`src/rtl/snn_pkg.sv`:
```
// Shared definitions for the spiking core's edge blocks: default sizes,
// index-width helper and the output decoder state encoding.
package snn_pkg;

  localparam int unsigned N_NEURON_DEF = 8;
  localparam int unsigned CNT_W_DEF    = 8;

  typedef enum logic [1:0] {
    ST_IDLE  = 2'd0,
    ST_ACCUM = 2'd1,
    ST_SCAN  = 2'd2,
    ST_HOLD  = 2'd3
  } dec_state_e;

  // Ceiling log2, never less than 1 so single-entry indices still get a bit.
  function automatic int unsigned clog2_min1(input int unsigned n);
    int unsigned r;
    r = 0;
    while ((64'd1 << r) < 64'(n)) r++;
    return (r == 0) ? 1 : r;
  endfunction

endpackage

```
`src/rtl/spike_counter.sv`:
```
// Per-neuron spike counter: synchronous clear, increment enable, saturates
// at all-ones instead of wrapping.
module spike_counter #(
  parameter int unsigned CNT_W = 8
) (
  input  logic             clk,
  input  logic             reset_n,
  input  logic             clr_i,
  input  logic             inc_i,
  output logic [CNT_W-1:0] cnt_o
);

  logic [CNT_W-1:0] cnt_q, cnt_d;

  always_comb begin
    cnt_d = cnt_q;
    if (clr_i) begin
      cnt_d = '0;
    end else if (inc_i && (cnt_q != '1)) begin
      cnt_d = cnt_q + 1'b1;
    end
  end

  always_ff @(posedge clk or negedge reset_n) begin
    if (!reset_n) begin
      cnt_q <= '0;
    end else begin
      cnt_q <= cnt_d;
    end
  end

  assign cnt_o = cnt_q;

endmodule

```
`src/rtl/spike_decoder.sv`:
```
// Rate-coded readout: integrates output spikes over WINDOW timesteps, then
// scans the per-neuron counts for the argmax and presents it via valid/ready.
module spike_decoder
  import snn_pkg::*;
#(
  parameter int unsigned N_NEURON = N_NEURON_DEF,
  parameter int unsigned CNT_W    = CNT_W_DEF,
  parameter int unsigned WINDOW   = 16,
  parameter int unsigned IDX_W    = clog2_min1(N_NEURON)
) (
  input  logic                clk,
  input  logic                reset_n,
  input  logic                start,
  input  logic [N_NEURON-1:0] spike_in,
  input  logic                ready,
  output logic                busy,
  output logic                valid,
  output logic [IDX_W-1:0]    class_out,
  output logic [CNT_W-1:0]    count_out,
  output logic                tie
);

  localparam int unsigned WIN_W = clog2_min1(WINDOW);

  dec_state_e       state_q, state_d;
  logic [WIN_W-1:0] win_q, win_d;
  logic [IDX_W-1:0] idx_q, idx_d;
  logic [IDX_W-1:0] class_q, class_d;
  logic [CNT_W-1:0] max_q, max_d;
  logic             tie_q, tie_d;

  logic             cnt_clr;
  logic             accum_en;
  logic [CNT_W-1:0] sel_cnt;
  logic [CNT_W-1:0] cnt_w [N_NEURON];

  for (genvar g = 0; g < N_NEURON; g++) begin : g_cnt
    spike_counter #(
      .CNT_W(CNT_W)
    ) u_cnt (
      .clk    (clk),
      .reset_n(reset_n),
      .clr_i  (cnt_clr),
      .inc_i  (accum_en & spike_in[g]),
      .cnt_o  (cnt_w[g])
    );
  end

  always_comb begin
    state_d  = state_q;
    win_d    = win_q;
    idx_d    = idx_q;
    class_d  = class_q;
    max_d    = max_q;
    tie_d    = tie_q;
    cnt_clr  = 1'b0;
    accum_en = 1'b0;
    sel_cnt  = cnt_w[idx_q];

    case (state_q)
      ST_IDLE: begin
        if (start) begin
          cnt_clr = 1'b1;
          win_d   = '0;
          state_d = ST_ACCUM;
        end
      end
      ST_ACCUM: begin
        accum_en = 1'b1;
        if (win_q == WIN_W'(WINDOW - 1)) begin
          idx_d   = '0;
          state_d = ST_SCAN;
        end else begin
          win_d = win_q + 1'b1;
        end
      end
      ST_SCAN: begin
        // Strict-greater replacement keeps the lowest index on ties.
        if (idx_q == '0) begin
          max_d   = sel_cnt;
          class_d = '0;
          tie_d   = 1'b0;
        end else if (sel_cnt > max_q) begin
          max_d   = sel_cnt;
          class_d = idx_q;
          tie_d   = 1'b0;
        end else if (sel_cnt == max_q) begin
          tie_d = 1'b1;
        end
        if (idx_q == IDX_W'(N_NEURON - 1)) begin
          state_d = ST_HOLD;
        end else begin
          idx_d = idx_q + 1'b1;
        end
      end
      ST_HOLD: begin
        if (ready) state_d = ST_IDLE;
      end
      default: state_d = ST_IDLE;
    endcase
  end

  always_ff @(posedge clk or negedge reset_n) begin
    if (!reset_n) begin
      state_q <= ST_IDLE;
      win_q   <= '0;
      idx_q   <= '0;
      class_q <= '0;
      max_q   <= '0;
      tie_q   <= 1'b0;
    end else begin
      state_q <= state_d;
      win_q   <= win_d;
      idx_q   <= idx_d;
      class_q <= class_d;
      max_q   <= max_d;
      tie_q   <= tie_d;
    end
  end

  assign busy      = (state_q == ST_ACCUM) || (state_q == ST_SCAN);
  assign valid     = (state_q == ST_HOLD);
  assign class_out = class_q;
  assign count_out = max_q;
  assign tie       = tie_q;

endmodule

```
`config.mk`:
```
export PLATFORM = sky130hd
export DESIGN_NAME = spike_decoder
export DESIGN_NICKNAME = d
export VERILOG_FILES = /design/src/rtl/snn_pkg.sv /design/src/rtl/spike_counter.sv /design/src/rtl/spike_decoder.sv
export SDC_FILE = /design/constraint.sdc
export NUM_CORES = 1
export LEC_CHECK = 0
export ABC_AREA = 1
export ABC_CLOCK_PERIOD_IN_PS = 3800
export CORE_MARGIN = 8
export CORE_UTILIZATION = 40
export DETAILED_ROUTE_END_ITERATION = 8
export DONT_BUFFER_PORTS = 1
export PLACE_DENSITY = 0.58
export RECOVER_POWER = 50
export SETUP_SLACK_MARGIN = 0.4
export SLEW_MARGIN = 20
export SYNTH_ARGS = -nofsm -noshare
export SYNTH_HDL_FRONTEND = slang
export SYNTH_SLANG_ARGS = --single-unit
```
`constraint.sdc`:
```
create_clock -name clk -period 3.8 [get_ports clk]
set_clock_uncertainty 0.1 [all_clocks]
set_input_delay 0.76 -clock clk [delete_from_list [all_inputs] [get_ports clk]]
set_output_delay 0.76 -clock clk [all_outputs]
set_load 0.02 [all_outputs]
```
# --- Yosys cells after proc, flatten, opt, wreduce, memory -nomap -nowiden ---
# Cells that the tools add are included.
# W data, S select, Z words.
classes:
  addsub: 10
  n_lt_le_gt_ge: 2
  n_eq_ne: 20
  n_mux: 40
  n_bitwise: 9
  n_reduce_logical: 28
op_table:
  columns: ["cell", "count"]
  rows:
  - ["$mux W8", 20]
  - ["$add A8 B1 Y8 const B", 8]
  - ["$ne A8 B8 Y1 const B", 8]
  - ["$bmux W8 S3", 1]
  - ["$reduce_bool A2 Y1", 11]
  - ["$mux W3", 4]
  - ["$ne A2 B2 Y1 const B", 6]
  - ["$and A1 B1 Y1", 8]
  - ["$eq A8 B8 Y1", 1]
  - ["$gt A8 B8 Y1", 1]
  - ["$logic_and A1 B1 Y1", 8]
  - ["$mux W2", 4]
  - ["$mux W4", 2]
  - ["$pmux W2 S4", 1]
  - ["$pmux W4 S2", 1]
  - ["$mux W1", 6]
  - ["$pmux W3 S2", 1]
  - ["$reduce_and A3 Y1", 2]
  - ["$add A4 B1 Y4 const B", 1]
  - ["$eq A2 B2 Y1 const B", 2]
  - ["$eq A4 B4 Y1 const B", 1]
  - ["$ge A4 B4 Y1 const B", 1]
  - ["$not A3 Y4", 1]
  - ["$reduce_and A2 Y1", 2]
  - ["8 further kinds", 8]
word_totals:
  reg_bits: 85
  wordCells: 123

# --- Depth between registers and ports, before layout ---
# Gate-level depths: netlist of run 1.
logic_depth:
  word_depth: 8
  depth_mapped: 22
  depth_no_buf: 20

# --- By module ---
# Synthesis of run 1 repeated with hierarchy kept, for this count alone.
hier_totals:
  cells_unflattened: 884
  hier_area_um2: 6059.6
modules_own_cells:
  columns: ["mod", "n_inst", "cells_each", "area_each_um2", "seq_area_each_um2"]
  rows:
  - ["spike_counter", 8, 74, 511.7, 200.2]
  - ["spike_decoder", 1, 292, 1965.6, 525.5]

# --- Worst setup path before layout of run 1 ---
# Ideal clock, no wire load.
synth_timing:
  path_type: "register -> register"
  from: "register idx_q[0]"
  to: "register max_q[0], in the netlist count_out[0]"
  t_arrival_ps: 2006
  required_time_ps: 3583
  path_slack_ps: 1576
  stages_incl_launch_ff: 20
  n_path_buf: 3
  period_less_slack_ps: 2224
  path_cell_list: "dfrtp_1 -> buf_4 -> buf_2 -> o21ai_0 -> o21ai_0 -> nand2_1 -> nand2_1 -> ha_1 -> nand2_1 -> inv_1 -> nand2_1 -> nand2_1 -> nand2_1 -> nand2_1 -> nand2_1 -> nand2_1 -> nand2_1 -> buf_2 -> nand2_1 -> nand2_1"
synth_between:
  elab_chain_cells: 7
  word_cells_on_any_way: 10
  cone_classes: "1 x order compare; 5 x mux; 1 x bitwise; 3 x reduce/logical"
synth_lines:
  columns: ["item", "line", "rtl"]
  rows:
  - ["start: declaration", "spike_decoder.sv:27", "logic [IDX_W-1:0] idx_q, idx_d;"]
  - ["start signal: assignment", "spike_decoder.sv:114", "idx_q <= idx_d;"]
  - ["$not A3 Y4 (not written as such)", "spike_decoder.sv:58", "sel_cnt = cnt_w[idx_q];"]
  - ["$bmux W8 S3", "spike_decoder.sv:58", null]
  - ["$mux W8 (not written as such) (2 in a row)", "spike_decoder.sv:58", null]
  - ["named net sel_cnt[3]", "spike_decoder.sv:34", "logic [CNT_W-1:0] sel_cnt;"]
  - ["$gt A8 B8 Y1", "spike_decoder.sv:83", "end else if (sel_cnt > max_q) begin"]
  - ["$reduce_bool A2 Y1 (no source line)", null, null]
  - ["$reduce_and A2 Y1 (no source line)", null, null]
  - ["end signal: assignment", "spike_decoder.sv:116", "max_q <= max_d;"]
  - ["end: declaration", "spike_decoder.sv:29", "logic [CNT_W-1:0] max_q, max_d;"]
# The timed path passes the listed nets, and every way through them passes these cells. The select of a mux whose other input is x is not followed.
# A chain may end at the register's enable or synchronous reset.

# --- Worst setup path after layout of run 1 ---
layout_timing:
  from: "register idx_q[0]"
  to: "register max_q[6], in the netlist count_out[6]"
layout_between:
  elab_chain_cells: 7
  word_cells_on_any_way: 10
  cone_classes: "1 x order compare; 5 x mux; 1 x bitwise; 3 x reduce/logical"
layout_lines:
  columns: ["item", "line"]
  rows:
  - ["$not A3 Y4 (not written as such) *", "spike_decoder.sv:58"]
  - ["$bmux W8 S3 *", "spike_decoder.sv:58"]
  - ["$mux W8 (not written as such) * (2 in a row)", "spike_decoder.sv:58"]
  - ["named net sel_cnt[6]", "spike_decoder.sv:34"]
  - ["$gt A8 B8 Y1", "spike_decoder.sv:83"]
  - ["$reduce_bool A2 Y1 (no source line)", null]
  - ["$reduce_and A2 Y1 (no source line)", null]
# The timed path passes the listed nets; every way through them passes the cells marked *. The select of a mux whose other input is x is not followed.

==> results of run 1 <==
## worst paths after layout
| kind | cells past startpoint | end | slack, ns | from |
|---|---|---|---|---|
| max | 16 | count_out[6] | 0.80 | idx_q[0] |
| max in group asynchronous | 1 | idx_q[0] | 1.44 | reset_n |
| max reg2reg | 16 | count_out[6] | 0.80 | idx_q[0] |
| min reg2reg | 2 | win_q[1] | 0.44 | win_q[1] |
| min | 2 | win_q[1] | 0.44 | win_q[1] |
| min in group asynchronous | 1 | g_cnt[4].u_cnt.cnt_o[0] | 0.77 | reset_n |
## per-stage QoR
stage	std cells	power (mW)	utilization [%]	area (um^2)
2_1_floorplan	736	2.97	-	5410
3_3_place_gp	889	3.32	41.5	5500
3_5_place_dp	889	3.37	41.5	5500
4_1_cts	907	4.29	44.0	5830
5_1_grt	907	4.65	43.9	5810
6_report	907	4.24	43.9	5810
## cells in the mapped netlist (all sizes together)
cell type	count	area share, %
nand3	58	5.4
or2	1	0.12
o211ai	2	0.28
inv	95	6.6
xor2	12	1.9
a21boi	2	0.28
o22ai	2	0.23
o21bai	6	1.7
nand2	203	15
o211a	1	0.19
a211oi	1	0.14
dfrtp	85	39
a31oi	1	0.12
nand3b	2	0.28
a21o	1	0.14
clkbuf	4	0.46
nor2	56	4.7
o21ai	73	6.8
ha	25	5.8
o31ai	6	0.83
nand4	8	0.93
buf	22	2.7
a21oi	58	5.4
nor3	9	0.83
clkinv	3	0.21
## layout make-up
class | count | share of cell area (%)
Timing Repair Buffer | 5 | 0.862
Sequential cell | 85 | 36.6
Clock buffer | 13 | 4.82
Multi-Input combinational cell | 527 | 47.2
Clock inverter | 3 | 0.302
Inverter | 98 | 6.38
Tap cell | 176 | 3.79
## kinds of logic (layout without fill, tap and decap cells)
group	after synthesis	in the layout
AOI/OAI and AO/OA	153	153
adders and majority gates	25	25
xor gates and xnor gates	12	12
and+or+nand+nor	337	337
DFF	85	85
buffers and inverters	124	119
## metal layers
metal | global-route usage, % | share of wire, % | vias to the layer above
li1 | - | - | 2369
met1 | 19.3 | 47 | 2192
met2 | 25.9 | 48 | 60
met3 | 3.09 | 2.9 | 22
met4 | 7.07 | 2.8 | 0
met5 | 0 | 0 | -
## worst min-delay path: stages, from the launching register on
cell	delay, ns
sky130_fd_sc_hd__dfrtp_1	0.37
sky130_fd_sc_hd__nand2_1	0.06
sky130_fd_sc_hd__o21ai_0	0.07
## state kept, by name (all words and copies together), names as in the netlist
register	count
idx_q	3
state_q	2
class_out	3
win_q	4
count_out	8
g_cnt.u_cnt.cnt_o	64
tie	1
## power by group
group          total [mW]  leakage (nW)  switching, mW  internal (mW)
registers            1.49          1.14          0.331           1.16
logic                1.88          1.53           1.25          0.627
clock network       0.870         0.148          0.357          0.512
## cell usage in the layout (no fill, tap or decap), drive strengths merged, types with 12 or more instances in the layout
cell type,netlist,routed
dfrtp,85,85
a21oi,58,58
nand3,58,58
o21ai,73,73
clkbuf,4,14
inv,95,95
nor2,56,56
ha,25,25
xor2,12,12
nand2,203,203
## what timing repair did
action | CTS | global route
resized for setup | 0 | 1
hold buffers | 2 | 0
hold endpoints to repair | 77 | 0
endpoints found under the setup margin | 0 | 11
==> flow_summary_export.csv, run 1 <==
group,metric,value,unit
cells_and_area,fillerInstances,1349,
critical_path,end_kind,"flip-flop",
drt,viasPerCell,5.12,
global_routing,grt_max_degree,78,
sta,post-route-min-period,3.00,ns
drt,drc_errors,0,
critical_path,timing.critical_path.cells,"inv_4 > a21oi_1 > o21ai_0 > nand2_1 > nand2_1 > nand2_1 > ha_1 > nand2_1 > nor2_1 > nand2_1 > nand2_1 > nand2_1 > nand2_1 > nand2_1 > nand2_1 > nand2_1",
synth,synth_simple_gate_area_share,26.9,%
synth,post_synth_num_cell_types,38,
synth,synth.avg_cell_area,7.35,um^2
synth,synthAdderAreaFrac,5.79,%
synth,yosys.area_share.xor_xnor,1.94,%
clocking,cts_inserted_buffers,9,
critical_path,max_stage_delay,0.50,ns
critical_path,worst_ep_required_time,3.94,ns
critical_path,worst-path-max-fanout,35,
sta,fmax,0.333,GHz
critical_path,critPathLaunchType,"flip-flop",
floorplanning,floorplan.die.width,132,um
critical_path,cp_num_buf_inv,1,
critical_path,critical-path-top-cell-by-count,"sky130_fd_sc_hd__nand2_1",
critical_path,critPathSlowestCell,"sky130_fd_sc_hd__dfrtp_2",
placed_design,place.gp.congestion,0.841,
drt,wirelength,13.3,mm
status,failed_checks,"capacitance limit, slew limit",
sta,slew_headroom,-32.3,%
floorplanning,die_area,0.0175,mm^2
critical_path,worst_path_top_cell_family_by_delay,"simple AND/OR/NAND/NOR gates",
power,cellPowerDensity,730,mW/mm^2
synth,synth.yosys.seq_area_share,39.3,%
global_routing,via_count_of_the_first_global_routing_pass,4517,
placed_design,hpwl,9.54,mm
cells_and_area,proportion_of_layout_cells_with_a_drive_suffix_above_1,7.39,%
drt,routedWlPerCell,14.6,um
floorplanning,design.portCount,26,
critical_path,worst-endpoint-arrival,3.14,ns
power,leakage_power,2.82,nW
placed_design,dp_worst_setup_slack,0.702,ns
floorplanning,floorplan.initialDensity,40.8,%
placed_design,io_buffers,0,
synth,net_count_after_synthesis,773,
clocking,cts.reportedPaths.clkPinSlew,0.06,ns
synth,synth_compound_area_share,16.1,%
clocking,setup_fix_buffers_added_after_clock_tree_synthesis,0,
clocking,clock_latency,0.35,ns
sta,timing.setup.tns,0,ns
global_routing,grt.overflow.total,0,
sta,post-route-period-util,79.0,%
floorplanning,die_height,132,um
sta,setup_ws,0.799,ns
cells_and_area,layout-area-overhead-vs-synth,7.45,%
synth,synthesis_stage_register_bit_count,85,
clocking,clock_tree.buffer_depth,2,
sta,worst-slew-pin-transition,1.98,ns
status,status,"complete, but fails checks",
worst_hold_path,timing.hold.worst.class,"reg -> reg",
global_routing,global_route.usage.total,15.7,%
floorplanning,placement_rows,42,
clocking,tritoncts,"yes",
sta,setup_violators_final,0,
cells_and_area,multi_input_comb_area,0.00274,mm^2
global_routing,grt_first_pass_wirelength,22.3,mm
cells_and_area,nNetsFinal,763,
synth,syn_area,0.00541,mm^2
drt,drt.antenna.violating_nets,0,
synth,synth_mux_area_share,0,%
synth,yosysWarningCount,0,
synth,synth_top_family_by_area,"simple AND/OR/NAND/NOR gates",
sta,slew_viol_final,78,
flow_run,drv_cap,1,
cells_and_area,antenna_cells_inserted,0,
synth,synthesis.instances,736,
clocking,h-tree-depth,3,
clocking,cts.root.buffer_cell,"sky130_fd_sc_hd__clkbuf_16",
drt,vias,4643,
cells_and_area,regArea,0.00213,mm^2
drt,drt_pass1_iterations,5,
sta,rsz0062_at_grt,"no",
clocking,clkSinkCount,85,
global_routing,grt_antenna_before_repair,0,
drt,first_iter_violations,224,
sta,timing.final.hold_violations,0,
power,power.ir.vdd_worst,305,uV
sta,holdWs,0.437,ns
floorplanning,placeableCoreArea,0.0132,mm^2
critical_path,worstSetupPathType,"reg -> reg",
Power figures use the tool's default switching activity.
==> run 2, diff against run 1 <==
ABC_CLOCK_PERIOD_IN_PS = 3000   (was 3800)
clock period = 3 ns   (was 3.8 ns; I/O delays follow)
==> run 2 against run 1 <==
Compared with the run above: the run ends with hold timing left; count of clock-buffer cells in the layout up 1; maximum frequency up 16%; critical endpoint is now class_out[2]; worst hold slack worse by 0.59 ns; flip-flop and latch count unchanged; largest cell class unchanged.
==> flow_summary_export.csv, run 2 (same netlist as run 1, synthesis figures left out) <==
group,metric,value,unit
critical_path,ff2ff_path_depth,14,
flow_run,drv_cap,0,
power,power.ir.vdd_worst,458,uV
global_routing,via_count_of_the_first_global_routing_pass,4473,
global_routing,global_route.usage.total,15.2,%
cells_and_area,fillerInstances,1353,
sta,post-route-min-period,2.58,ns
critical_path,worst_ep_required_time,3.13,ns
critical_path,worst-endpoint-arrival,2.72,ns
clocking,cts.root.buffer_cell,"sky130_fd_sc_hd__clkbuf_16",
sta,rsz0062_at_grt,"yes",
critical_path,end_kind,"flip-flop",
clocking,cts.reportedPaths.clkPinSlew,0.06,ns
clocking,cts_inserted_buffers,9,
sta,timing.setup.tns,0,ns
cells_and_area,antenna_cells_inserted,0,
sta,timing.final.hold_violations,85,
drt,viasPerCell,5.23,
cells_and_area,largest_register_ffs,64,
sta,fmax,0.387,GHz
critical_path,worst_r2r_endpoint,"class_out[2]",
placed_design,io_buffers,0,
sta,holdWs,-0.149,ns
critical_path,timing.critical_path.cells,"buf_12 > o21ai_0 > o22ai_1 > nand2_1 > nand2_2 > ha_4 > nand2_2 > nor2_2 > nand4_1 > nand2_2 > nand2_4 > buf_4 > nand3_1 > nand2_1",
sta,slew_viol_final,0,
clocking,h-tree-depth,3,
drt,drt_pass1_iterations,5,
floorplanning,floorplan.initialDensity,40.8,%
clocking,clock_latency,0.34,ns
floorplanning,die_height,132,um
cells_and_area,nNetsFinal,775,
sta,setup_ws,0.418,ns
global_routing,grt_first_pass_wirelength,21.9,mm
power,leakage_power,2.89,nW
critical_path,max_stage_delay,0.59,ns
status,status,"complete, but fails checks",
placed_design,dp_worst_setup_slack,0.216,ns
critical_path,reg2reg_from,"idx_q[0]",
drt,first_iter_violations,350,
cells_and_area,mostFrequentLayoutCell,"sky130_fd_sc_hd__nand2_1",
sta,setup_violators_final,0,
critical_path,critPathLaunchType,"flip-flop",
critical_path,critical-path-top-cell-by-count,"sky130_fd_sc_hd__nand2_2",
critical_path,worst-path-max-fanout,8,
critical_path,reg2reg_slack,0.42,ns
drt,drc_errors,0,
global_routing,grt_max_degree,86,
cells_and_area,proportion_of_layout_cells_with_a_drive_suffix_above_1,10.9,%
floorplanning,floorplan.die.width,132,um
sta,slew_headroom,56.0,%
cells_and_area,final_core_util,45.5,%
drt,vias,4804,
drt,routedWlPerCell,14.6,um
floorplanning,die_area,0.0175,mm^2
power,cellPowerDensity,977,mW/mm^2
sta,worst-slew-pin-transition,0.660,ns
cells_and_area,layout-area-overhead-vs-synth,11.5,%
placed_design,hpwl,9.43,mm
floorplanning,placement_rows,42,
cells_and_area,most-common-layout-cells,"184 x sky130_fd_sc_hd__nand2_1, 92 x sky130_fd_sc_hd__inv_1, 84 x sky130_fd_sc_hd__dfrtp_1, 57 x sky130_fd_sc_hd__nand3_1, 55 x sky130_fd_sc_hd__a21oi_1",
drt,wirelength,13.5,mm
floorplanning,placeableCoreArea,0.0132,mm^2
critical_path,worstSetupPathType,"reg -> reg",
clocking,clock_tree.buffer_depth,2,
clocking,tritoncts,"yes",
global_routing,grt.overflow.total,0,
global_routing,grt_antenna_before_repair,0,
sta,post-route-period-util,86.1,%
floorplanning,design.portCount,26,
placed_design,place.gp.congestion,0.892,
status,failed_checks,"hold timing",
placed_design,dpl_cell_area,0.00551,mm^2
worst_hold_path,timing.hold.worst.class,"in -> async",
clocking,clkSinkCount,85,
critical_path,critPathSlowestCell,"sky130_fd_sc_hd__dfrtp_4",
cells_and_area,finalInstanceArea,0.00603,mm^2
drt,drt.antenna.violating_nets,0,
-- run 2: how the worst max path moves through the flow --
stage                     startpoint      endpoint  slack (ns)  cells after the start
after detailed placement    idx_q[0]  count_out[0]        0.22                     18
after global routing        idx_q[0]  class_out[1]        0.30                     14
after floorplan             idx_q[0]  count_out[0]        0.78                     19
after global placement      idx_q[0]  class_out[0]        0.30                     18
final                       idx_q[0]  class_out[2]        0.42                     14
after CTS                   idx_q[0]  class_out[0]        0.44                     17
-- run 2: final cells by class --
cell class	count	area (um^2)	area share, %
multi-input combinational	527	2840	47.1
timing repair inverter	1	8.76	0.145
clock inverter	2	10.0	0.166
inverter	98	379	6.29
timing repair buffer	16	196	3.26
clock buffer	14	244	4.05
sequential	85	2130	35.4
tap	176	220	3.65
-- run 2: worst max-delay path: cells and delay by family, from the launching register on --
| kind | cells | cell delay [ns] |
|---|---|---|
| buffers and inverters | 2 | 0.32 |
| DFF | 1 | 0.59 |
| AOI/OAI and AO/OA | 2 | 0.30 |
| adders and majority gates | 1 | 0.28 |
| and+or+nand+nor | 9 | 0.88 |
-- run 2: where the power goes --
| group | switching [mW] | internal (mW) |
|---|---|---|
| sequential | 0.445 | 1.48 |
| combinational | 1.82 | 1.16 |
| clock | 0.434 | 0.560 |
| total | 2.70 | 3.19 |
-- run 2: per-layer routing --
layer / global-route usage, % / share of wire (%) / up-vias
li1: - / - / 2392
met1: 18.9 / 46 / 2300
met2: 25.2 / 48 / 93
met3: 3.47 / 4.2 / 19
met4: 5.17 / 2.0 / 0
met5: 0 / 0 / -
-- run 2: timing repair --
item                       4_1_cts  5_1_grt
resized for setup                5       43
setup endpoints to repair       12       12
pin swaps                        0        3
setup buffers                    0        5
hold endpoints to repair        85       85
gates cloned                     0        6
-- run 2: metrics by stage --
step	power [mW]	instances	hold slack [ns]
after floorplan	3.76	736	0.204
after global placement	4.24	892	0.207
after detailed placement	4.31	892	0.208
after CTS	5.36	908	-0.161
after global routing	6.38	919	-0.169
final	5.89	919	-0.149
==> run 3, diff against run 2 <==
==> constraint.sdc (replaced) <==
create_clock -name clk -period 3 [get_ports clk]
set_clock_uncertainty 0.1 [all_clocks]
set_input_delay 0 -clock clk [delete_from_list [all_inputs] [get_ports clk]]
set_output_delay 0 -clock clk [all_outputs]
set_load 0.02 [all_outputs]
==> run 3 against run 2 <==
Compared with the run above: the flow now finishes without violations; final cell count is 1.3% higher; die area stayed put; worst setup slack improved by 0.00061 ns.
==> flow_summary_export.csv, run 3 (same netlist as run 1, synthesis figures left out) <==
group,metric,value,unit
sta,slew_headroom,56.8,%
clocking,h-tree-depth,3,
clocking,cts.reportedPaths.clkPinSlew,0.06,ns
critical_path,reg2reg_slack,0.42,ns
sta,rsz0062_at_grt,"yes",
drt,vias,4858,
sta,post-route-period-util,86.0,%
critical_path,worst_r2r_endpoint,"class_out[2]",
global_routing,grt_max_degree,86,
drt,routedWlPerCell,14.5,um
cells_and_area,largest_register_ffs,64,
sta,timing.setup.tns,0,ns
global_routing,global_route.usage.total,15.3,%
clocking,cts.root.buffer_cell,"sky130_fd_sc_hd__clkbuf_16",
global_routing,grt.overflow.total,0,
cells_and_area,antenna_cells_inserted,0,
placed_design,io_buffers,0,
drt,drc_errors,0,
drt,drt.antenna.violating_nets,0,
drt,met3_layer_wire_length_in_the_routed_design,518,um
clocking,clock_tree.buffer_depth,2,
flow_run,drv_cap,0,
floorplanning,die_area,0.0175,mm^2
critical_path,reg2reg_from,"idx_q[0]",
floorplanning,placeableCoreArea,0.0132,mm^2
critical_path,worst-endpoint-arrival,2.71,ns
sta,fmax,0.387,GHz
cells_and_area,multi_input_comb_area,0.00284,mm^2
clocking,clock_latency,0.34,ns
sta,timing.final.hold_violations,0,
power,leakage_power,2.95,nW
power,cellPowerDensity,961,mW/mm^2
global_routing,grt_antenna_before_repair,0,
clocking,tritoncts,"yes",
global_routing,grt_first_pass_wirelength,22.1,mm
global_routing,via_count_of_the_first_global_routing_pass,4545,
critical_path,end_kind,"flip-flop",
sta,post-route-min-period,2.58,ns
sta,worst-slew-pin-transition,0.648,ns
critical_path,cp-startpoint,"idx_q[0]",
cells_and_area,mostFrequentLayoutCell,"sky130_fd_sc_hd__nand2_1",
critical_path,worst_ep_required_time,3.13,ns
clocking,cts_inserted_buffers,9,
cells_and_area,most-common-layout-cells,"184 x sky130_fd_sc_hd__nand2_1, 92 x sky130_fd_sc_hd__inv_1, 84 x sky130_fd_sc_hd__dfrtp_1, 57 x sky130_fd_sc_hd__nand3_1, 55 x sky130_fd_sc_hd__a21oi_1",
floorplanning,floorplan.initialDensity,40.8,%
cells_and_area,proportion_of_layout_cells_with_a_drive_suffix_above_1,10.9,%
critical_path,worst-path-max-fanout,18,
power,power.ir.vdd_worst,464,uV
critical_path,critPathLaunchType,"flip-flop",
drt,met1_length,6.24,mm
drt,topRoutingLayerUsed,"met4",
critical_path,worstSetupPathType,"reg -> reg",
sta,holdWs,0.135,ns
drt,routed-wl-met2,6.49,mm
cells_and_area,nNetsFinal,787,
floorplanning,design.portCount,26,
sta,setup_violators_final,0,
floorplanning,die_height,132,um
floorplanning,placement_rows,42,
placed_design,place.gp.congestion,0.892,
drt,first_iter_violations,364,
status,status,"finished, final reports clean",
cells_and_area,regArea,0.00213,mm^2
critical_path,ff2ff_path_depth,15,
clocking,clkSinkCount,85,
cells_and_area,fillerInstances,1344,
floorplanning,floorplan.die.width,132,um
drt,drt_pass1_iterations,4,
cells_and_area,layout-area-overhead-vs-synth,14.0,%
drt,viasPerCell,5.22,
drt,wirelength,13.5,mm
critical_path,setup.worst_path.end,"class_out[2]",
sta,slew_viol_final,0,
worst_hold_path,timing.hold.worst.class,"in -> async",
placed_design,hpwl,9.43,mm
==> run 3: changes by cell type in the layout (fill, tap and decap cells not counted), sizes merged <==
cell         delta
dlygate4sd3    +11
buf             +1
==> run 3: repair_timing <==
action | in CTS | in global routing
hold buffers | 12 | 0
cloned | 0 | 6
pin swaps | 0 | 3
setup buffers | 0 | 5
setup endpoints to repair | 12 | 12
resized for setup | 5 | 43
endpoints found under the hold margin | 141 | 0
==> run 3: where the power goes <==
| group | switching, mW | total [mW] | internal, mW |
|---|---|---|---|
| Clock | 0.434 | 0.994 | 0.560 |
| Combinational | 1.84 | 3.00 | 1.17 |
| Sequential | 0.447 | 1.92 | 1.48 |
| Total | 2.72 | 5.92 | 3.20 |
==> run 3: worst min-delay path by stage <==
stage,to,cells after the start,slack (ns)
CTS,g_cnt[0].u_cnt.cnt_o[2],2,0.17
floorplan,class_out[0],0,-0.40
global placement,g_cnt[0].u_cnt.cnt_o[6],0,-0.39
finish,g_cnt[0].u_cnt.cnt_o[1],2,0.14
global route,class_out[1],2,0.21
detailed placement,g_cnt[0].u_cnt.cnt_o[7],0,-0.39
==> run 3: area by class of cell <==
| class | instances | area share (%) |
|---|---|---|
| Clock buffer | 14 | 3.96 |
| Clock inverter | 2 | 0.162 |
| Inverter | 98 | 6.15 |
| Multi-Input combinational cell | 527 | 46.0 |
| Sequential cell | 85 | 34.6 |
| Tap cell | 176 | 3.57 |
| Timing Repair Buffer | 28 | 5.42 |
| Timing Repair inverter | 1 | 0.142 |
==> run 3: per-layer routing <==
| metal | global-route usage [%] | vias to the layer above |
|---|---|---|
| met1 | 19.2 | 2331 |
| met4 | 5.24 | 0 |
| li1 | - | 2415 |
| met2 | 25.3 | 93 |
| met5 | 0 | - |
| met3 | 3.51 | 19 |
==> run 3: metrics by stage <==
stage	instances	area [um^2]	worst slack, ns	utilization, %	power, mW
CTS	920	5910	0.437	44.6	5.40
global route	931	6160	0.297	46.5	6.42
detailed placement	892	5510	0.216	41.6	4.31
global placement	892	5510	0.298	41.6	4.24
floorplan	736	5410	0.776	-	3.76
finish	931	6160	0.419	46.5	5.92
==> run 3: worst max-delay path, cell delays in order, from the launching register on <==
cell                      delay, ns
sky130_fd_sc_hd__dfrtp_4       0.59
sky130_fd_sc_hd__inv_8         0.15
sky130_fd_sc_hd__a21oi_1       0.07
sky130_fd_sc_hd__o21ai_1       0.10
sky130_fd_sc_hd__o21ai_1       0.12
sky130_fd_sc_hd__nand2_1       0.09
sky130_fd_sc_hd__nand2_1       0.11
sky130_fd_sc_hd__ha_1          0.30
sky130_fd_sc_hd__nand2_1       0.07
sky130_fd_sc_hd__nor2_2        0.13
sky130_fd_sc_hd__nand4_1       0.16
sky130_fd_sc_hd__nand2_2       0.12
sky130_fd_sc_hd__nand2_4       0.08
sky130_fd_sc_hd__buf_4         0.14
sky130_fd_sc_hd__nand3_1       0.08
sky130_fd_sc_hd__nand2_1       0.06
